**src/rtl/fetch_pkg.sv**
```systemverilog
// Shared types and defaults for the fetch/next-PC stage.
// Imported by the interface, the next-PC mux and the top.
package fetch_pkg;

    localparam int ADDR_W_DEF = 12;
    localparam int CNT_W_DEF  = 32;

    typedef enum logic [1:0] {
        BOOT,
        RUN,
        HOLD
    } state_e;

    typedef enum logic [1:0] {
        SEQ,
        BR,
        TGT,
        REG
    } src_e;

endpackage

```
**src/rtl/fetch_if.sv**
```systemverilog
// Decode-to-fetch bundle: control flags and operands in,
// instruction address and status out.
interface fetch_if
    import fetch_pkg::*;
#(
    parameter int ADDR_W = ADDR_W_DEF,
    parameter int CNT_W  = CNT_W_DEF
);
    logic              j;
    logic              jal;
    logic              jr;
    logic              bne;
    logic              blt;
    logic              bex;
    logic              alu_ne;
    logic              alu_lt;
    logic              rstatus_nz;
    logic [26:0]       target;
    logic [16:0]       imm;
    logic [31:0]       rd_data;
    logic              stall;
    logic [ADDR_W-1:0] pc;
    logic [ADDR_W-1:0] pc_plus1;
    logic              fetch_valid;
    logic              redirect;
    logic [CNT_W-1:0]  retired;

    modport master (
        output j, jal, jr, bne, blt, bex,
        output alu_ne, alu_lt, rstatus_nz,
        output target, imm, rd_data, stall,
        input  pc, pc_plus1, fetch_valid,
        input  redirect, retired
    );

    modport slave (
        input  j, jal, jr, bne, blt, bex,
        input  alu_ne, alu_lt, rstatus_nz,
        input  target, imm, rd_data, stall,
        output pc, pc_plus1, fetch_valid,
        output redirect, retired
    );

endinterface

```
**src/rtl/pc_next_mux.sv**
```systemverilog
// Combinational next-PC selection: priority pick among
// register, target, branch and sequential sources.
module pc_next_mux
    import fetch_pkg::*;
#(
    parameter int ADDR_W = ADDR_W_DEF
) (
    input  logic              j,
    input  logic              jal,
    input  logic              jr,
    input  logic              bne,
    input  logic              blt,
    input  logic              bex,
    input  logic              alu_ne,
    input  logic              alu_lt,
    input  logic              rstatus_nz,
    input  logic [ADDR_W-1:0] pc_plus1,
    input  logic [26:0]       target,
    input  logic [16:0]       imm,
    input  logic [31:0]       rd_data,
    output logic [ADDR_W-1:0] next_pc,
    output logic              nonseq
);

    src_e              src;
    logic [47:0]       imm_w;
    logic [ADDR_W:0]   imm_x;
    logic [ADDR_W:0]   br_sum;
    logic              unused_bits;

    assign imm_w  = {{31{imm[16]}}, imm};
    assign imm_x  = imm_w[ADDR_W:0];
    assign br_sum = {1'b0, pc_plus1} + imm_x;

    // Overlapping flags resolve by this priority order.
    always_comb begin
        src = SEQ;
        if (jr)
            src = REG;
        else if (j || jal)
            src = TGT;
        else if (bex && rstatus_nz)
            src = TGT;
        else if (bne && alu_ne)
            src = BR;
        else if (blt && alu_lt)
            src = BR;
    end

    always_comb begin
        next_pc = pc_plus1;
        unique case (src)
            REG:     next_pc = rd_data[ADDR_W-1:0];
            TGT:     next_pc = target[ADDR_W-1:0];
            BR:      next_pc = br_sum[ADDR_W-1:0];
            default: next_pc = pc_plus1;
        endcase
    end

    assign nonseq = (src != SEQ);

    assign unused_bits = ^{target[26:ADDR_W],
                           rd_data[31:ADDR_W],
                           imm_w[47:ADDR_W+1],
                           br_sum[ADDR_W]};

endmodule

```
**src/rtl/fetch_unit.sv**
```systemverilog
// PC register, BOOT/RUN/HOLD sequencing, redirect flag
// and retired-instruction counter.
module fetch_unit
    import fetch_pkg::*;
#(
    parameter int ADDR_W = ADDR_W_DEF,
    parameter int CNT_W  = CNT_W_DEF
) (
    input logic   clock,
    input logic   reset,
    fetch_if.slave bus
);

    state_e            state;
    state_e            state_nxt;
    logic              upd;
    logic [ADDR_W-1:0] pc_q;
    logic [ADDR_W-1:0] pc_p1;
    logic [ADDR_W-1:0] next_pc;
    logic              nonseq;
    logic              redirect_q;
    logic [CNT_W-1:0]  retired_q;

    assign pc_p1 = pc_q + ADDR_W'(1);

    pc_next_mux #(
        .ADDR_W (ADDR_W)
    ) u_mux (
        .j          (bus.j),
        .jal        (bus.jal),
        .jr         (bus.jr),
        .bne        (bus.bne),
        .blt        (bus.blt),
        .bex        (bus.bex),
        .alu_ne     (bus.alu_ne),
        .alu_lt     (bus.alu_lt),
        .rstatus_nz (bus.rstatus_nz),
        .pc_plus1   (pc_p1),
        .target     (bus.target),
        .imm        (bus.imm),
        .rd_data    (bus.rd_data),
        .next_pc    (next_pc),
        .nonseq     (nonseq)
    );

    always_ff @(posedge clock or negedge reset) begin
        if (!reset)
            state <= BOOT;
        else
            state <= state_nxt;
    end

    // BOOT spends one edge covering imem read latency.
    always_comb begin
        state_nxt = state;
        upd       = 1'b0;
        unique case (state)
            BOOT: state_nxt = RUN;
            RUN: begin
                if (bus.stall)
                    state_nxt = HOLD;
                else
                    upd = 1'b1;
            end
            HOLD: begin
                if (!bus.stall) begin
                    upd       = 1'b1;
                    state_nxt = RUN;
                end
            end
            default: state_nxt = BOOT;
        endcase
    end

    always_ff @(posedge clock or negedge reset) begin
        if (!reset) begin
            pc_q       <= '0;
            redirect_q <= 1'b0;
            retired_q  <= '0;
        end else if (upd) begin
            pc_q       <= next_pc;
            redirect_q <= nonseq;
            retired_q  <= retired_q + CNT_W'(1);
        end
    end

    assign bus.pc          = pc_q;
    assign bus.pc_plus1    = pc_p1;
    assign bus.fetch_valid = (state != BOOT);
    assign bus.redirect    = redirect_q;
    assign bus.retired     = retired_q;

endmodule
```
**src/flat_wrapper.sv**
```systemverilog
// flat-port wrapper written by rule: the top's interface ports become plain ports
module fetch_unit_flat import fetch_pkg::*;
#(
    parameter int ADDR_W = ADDR_W_DEF,
    parameter int CNT_W  = CNT_W_DEF
)
  (clock, reset, bus_j, bus_jal, bus_jr, bus_bne, bus_blt, bus_bex, bus_alu_ne, bus_alu_lt, bus_rstatus_nz, bus_target, bus_imm, bus_rd_data, bus_stall, bus_pc, bus_pc_plus1, bus_fetch_valid, bus_redirect, bus_retired);
  fetch_if #(.ADDR_W(ADDR_W), .CNT_W(CNT_W)) bus_i ();
  input logic clock;
  input logic reset;
  input wire logic [$bits(bus_i.j)-1:0] bus_j;
  input wire logic [$bits(bus_i.jal)-1:0] bus_jal;
  input wire logic [$bits(bus_i.jr)-1:0] bus_jr;
  input wire logic [$bits(bus_i.bne)-1:0] bus_bne;
  input wire logic [$bits(bus_i.blt)-1:0] bus_blt;
  input wire logic [$bits(bus_i.bex)-1:0] bus_bex;
  input wire logic [$bits(bus_i.alu_ne)-1:0] bus_alu_ne;
  input wire logic [$bits(bus_i.alu_lt)-1:0] bus_alu_lt;
  input wire logic [$bits(bus_i.rstatus_nz)-1:0] bus_rstatus_nz;
  input wire logic [$bits(bus_i.target)-1:0] bus_target;
  input wire logic [$bits(bus_i.imm)-1:0] bus_imm;
  input wire logic [$bits(bus_i.rd_data)-1:0] bus_rd_data;
  input wire logic [$bits(bus_i.stall)-1:0] bus_stall;
  output wire logic [$bits(bus_i.pc)-1:0] bus_pc;
  output wire logic [$bits(bus_i.pc_plus1)-1:0] bus_pc_plus1;
  output wire logic [$bits(bus_i.fetch_valid)-1:0] bus_fetch_valid;
  output wire logic [$bits(bus_i.redirect)-1:0] bus_redirect;
  output wire logic [$bits(bus_i.retired)-1:0] bus_retired;
  assign bus_i.j = bus_j;
  assign bus_i.jal = bus_jal;
  assign bus_i.jr = bus_jr;
  assign bus_i.bne = bus_bne;
  assign bus_i.blt = bus_blt;
  assign bus_i.bex = bus_bex;
  assign bus_i.alu_ne = bus_alu_ne;
  assign bus_i.alu_lt = bus_alu_lt;
  assign bus_i.rstatus_nz = bus_rstatus_nz;
  assign bus_i.target = bus_target;
  assign bus_i.imm = bus_imm;
  assign bus_i.rd_data = bus_rd_data;
  assign bus_i.stall = bus_stall;
  assign bus_pc = bus_i.pc;
  assign bus_pc_plus1 = bus_i.pc_plus1;
  assign bus_fetch_valid = bus_i.fetch_valid;
  assign bus_redirect = bus_i.redirect;
  assign bus_retired = bus_i.retired;
  fetch_unit #(.ADDR_W(ADDR_W), .CNT_W(CNT_W)) u_core (.clock(clock), .reset(reset), .bus(bus_i));
endmodule
```
**config.mk**
```make
export PLATFORM = sky130hd
export DESIGN_NAME = fetch_unit_flat
export DESIGN_NICKNAME = d
export VERILOG_FILES = /design/src/rtl/fetch_pkg.sv /design/src/rtl/fetch_if.sv /design/src/rtl/pc_next_mux.sv /design/src/rtl/fetch_unit.sv /design/src/flat_wrapper.sv
export SDC_FILE = /design/constraint.sdc
export NUM_CORES = 1
export LEC_CHECK = 0
export CORE_ASPECT_RATIO = 1.1
export CORE_UTILIZATION = 40
export DETAILED_ROUTE_END_ITERATION = 6
export DONT_BUFFER_PORTS = 1
export SLEW_MARGIN = 30
export SYNTH_ARGS = -nofsm -noshare
export SYNTH_HDL_FRONTEND = slang
export SYNTH_SLANG_ARGS = --single-unit
```
**constraint.sdc**
```tcl
create_clock -name clock -period 6.9 [get_ports clock]
set_clock_uncertainty 0.05 [all_clocks]
set_input_delay 1.725 -clock clock [delete_from_list [all_inputs] [get_ports clock]]
set_output_delay 1.725 -clock clock [all_outputs]
set_load 0.005 [all_outputs]
```
==> flow_summary.json <==
{
  "die_w_um": 85.8,
  "synth_top_flop_cell": "dfrtp_1",
  "worst_path_largest_cell_delay_ps": 530,
  "post-dp-hpwl_um": 5650,
  "drtPass1Iterations": 4,
  "synth_commonest_cells": "47 x dfrtp_1, 38 x nand2_1, 36 x xnor2_1",
  "max_cap_viol_count": 0,
  "whs_path_depth": 1,
  "die_h_um": 94.2,
  "finalCritPeriodShare_pct": 54.5,
  "intPower_mw": 0.698,
  "post_drt_via_cell_ratio": 5.51,
  "setup-violations-final": 0,
  "yosysWarningCount": 0,
  "synth.most_common_cell": "dfrtp_1",
  "synth_top_area_share_pct": 38.0,
  "grt_pass1_vias": 2429,
  "dieArea_mm2": 0.00809,
  "hp-class": "register to register",
  "synth_cell_types": 48,
  "initial_core_util_pct": 41.4,
  "fmax_mhz": 266,
  "syn_inst": 342,
  "power_density_mw_per_mm2": 363,
  "finalWirelength_um": 7250,
  "holdBufCountCts": 0,
  "hold_viol": 0,
  "crit_chain": "ha_1 -> nand2_1 -> nor4_1 -> xor2_1",
  "path_class": "register to primary output",
  "maxSlewHeadroom_pct": 47.7,
  "reg2reg_setup_slack_ps": 3800,
  "finalWeightedCongestion": 0.786,
  "async_flop_share_pct": 100,
  "min_period_ps": 3760,
  "setup-tns-final_ps": 0,
  "drcViolationCount": 0,
  "p_seq_share_pct": 36.7,
  "r2r_cells": 10,
  "pin_count": 146,
  "cts_resized": 0,
  "core_mm2": 0.00747,
  "status": "finished, final reports clean",
  "maxSlewViolCount": 0,
  "critPathLaunchType": "register",
  "p_comb_share_pct": 43.5,
  "cts_tree": "built",
  "arrival_ps": 1980,
  "place.port_buffers": 0,
  "worst_slew_pin_slew_ps": 784,
  "num_antenna_cells": 0,
  "cp.depth": 4,
  "nNetsFinal": 443,
  "pre_cts_ws_ps": 3230,
  "synth_top_cell_by_area": "dfrtp_1",
  "cp_top_family": "flip-flops",
  "final_antenna_net_count": 0,
  "clk_latency_ps": 300,
  "rows": 33,
  "p_switching_mw": 0.507,
  "ctsLongestPathBuffers": 2,
  "synth_edf_count": 0,
  "cts_setup_buffers": 0,
  "endpoint_kind": "primary output",
  "crit_fanout": 8,
  "cp_data_required_time_ps": 5120,
  "wl_per_cell_um": 16.3,
  "p_leak_nw": 1.41,
  "rsz0062_at_grt": "no",
  "ys_seq_elements": 47,
  "cts-root-buf": "clkbuf_8",
  "synthTopCellsByArea": "dfrtp_1 38%, xnor2_1 10%, ha_1 6.5%",
  "ir_drop_mv": 0.149,
  "area_growth_pct": 7.32,
  "vias": 2448,
  "antenna_found_initial": 0,
  "grt_first_pass_wirelength_um": 11900,
  "slowest_stage": "dfrtp_1",
  "postLayoutSetupSlackWorst_ps": 3140,
  "yosysSeqAreaShare_pct": 38.0,
  "synthesis.nets": 447,
  "cts_num_sinks": 47,
  "drive_above_1_share_pct": 6.49,
  "path_clk_slew_ps": 90,
  "numCtsBuffers": 5,
  "grt_max_degree": 48,
  "clkPwrFrac_pct": 19.8,
  "cp_num_buf_inv": 0,
  "grt_overflow": 0,
  "ctsHtreeMaxLevel": 2,
  "p_sw_share_pct": 42.1,
  "track_usage_pct": 18.7,
  "drt_iter0_drc": 39,
  "synthesis.area_mm2": 0.00309,
  "synth_area_per_cell_um2": 9.04
}
[metrics by stage]
| step | instance area [um^2] | utilization (%) | cells | hold WS [ps] | power [mW] |
|---|---|---|---|---|---|
| floorplan | 3090 | - | 342 | 415 | 0.850 |
| global placement | 3180 | 42.6 | 436 | 436 | 0.961 |
| detailed placement | 3180 | 42.6 | 436 | 450 | 0.974 |
| CTS | 3320 | 44.4 | 444 | 466 | 1.22 |
| global route | 3320 | 44.4 | 444 | 492 | 1.30 |
| finish | 3320 | 44.4 | 444 | 460 | 1.20 |
[worst reg2reg max path, stage by stage, from the launching register on]
cell	delay [ps]
dfrtp_1	530
ha_1	360
nand3_1	130
xnor2_1	370
ha_1	370
a21oi_1	240
o221ai_1	200
a21oi_1	200
xnor2_1	80
a221oi_1	300
o31ai_1	120
[cell usage in the layout (no fill, tap or decap), types with 5 or more instances in the layout]
| master | count |
|---|---|
| xnor2_1 | 36 |
| dfrtp_1 | 47 |
| inv_1 | 13 |
| nand2_1 | 38 |
| ha_1 | 16 |
| a211oi_1 | 5 |
| nor2_1 | 24 |
| a21oi_1 | 28 |
| xor2_1 | 14 |
| o22ai_1 | 5 |
| o21ai_0 | 20 |
| clkbuf_8 | 5 |
| nand4_1 | 12 |
| nand3_1 | 18 |
[logic make-up after synthesis]
| family | Yosys count | synth area share [%] |
|---|---|---|
| AO/OA/AOI/OAI | 80 | 15.9 |
| XOR/XNOR | 51 | 14.7 |
| adder cells (fa/ha/maj) | 17 | 7.12 |
| buffers and inverters | 25 | 3.16 |
| flip-flops | 47 | 38.0 |
| AND/OR/NAND/NOR | 122 | 21.0 |
[per-layer routing]
metal,global-route usage (%),vias to the layer above,share of wire [%]
met5,0,-,0
met4,4.17,0,1.0
met3,5.89,6,7.5
met2,32.3,87,48
met1,22.6,1144,44
li1,-,1211,-
[final cells by class]
| type | instances | area (um^2) |
|---|---|---|
| Inverter | 13 | 48.8 |
| Tap cell | 105 | 131 |
| Fill cell | 762 | 4160 |
| Clock buffer | 5 | 68.8 |
| Sequential cell | 47 | 1180 |
| Clock inverter | 3 | 67.6 |
| Multi-Input combinational cell | 270 | 1820 |
| Timing Repair Buffer | 1 | 7.51 |
[power by group through the flow]
stage	sequential, mW	clock (mW)	combinational, mW
finish	0.442	0.239	0.524
global route	0.455	0.256	0.593
CTS	0.444	0.246	0.528
detailed placement	0.450	0	0.524
global placement	0.445	0	0.516
floorplan	0.409	0	0.440
[registers in the layout, summed over array words and instances, names as in the netlist]
signal               cells
u_core.bus.pc           12
u_core.bus.retired      32
u_core.state             2
u_core.bus.redirect      1
[final timing paths]
| check | from | to |
|---|---|---|
| max in group asynchronous | reset | u_core.bus.retired[2] |
| min in group asynchronous | reset | u_core.bus.retired[16] |
| setup / recovery | u_core.bus.pc[0] | bus_pc_plus1[10] |
| hold reg to reg | u_core.bus.retired[31] | u_core.bus.retired[31] |
| setup reg to reg | u_core.bus.pc[0] | u_core.bus.pc[8] |
| hold / removal | u_core.bus.retired[31] | u_core.bus.retired[31] |
Power figures use the tool's default switching activity.
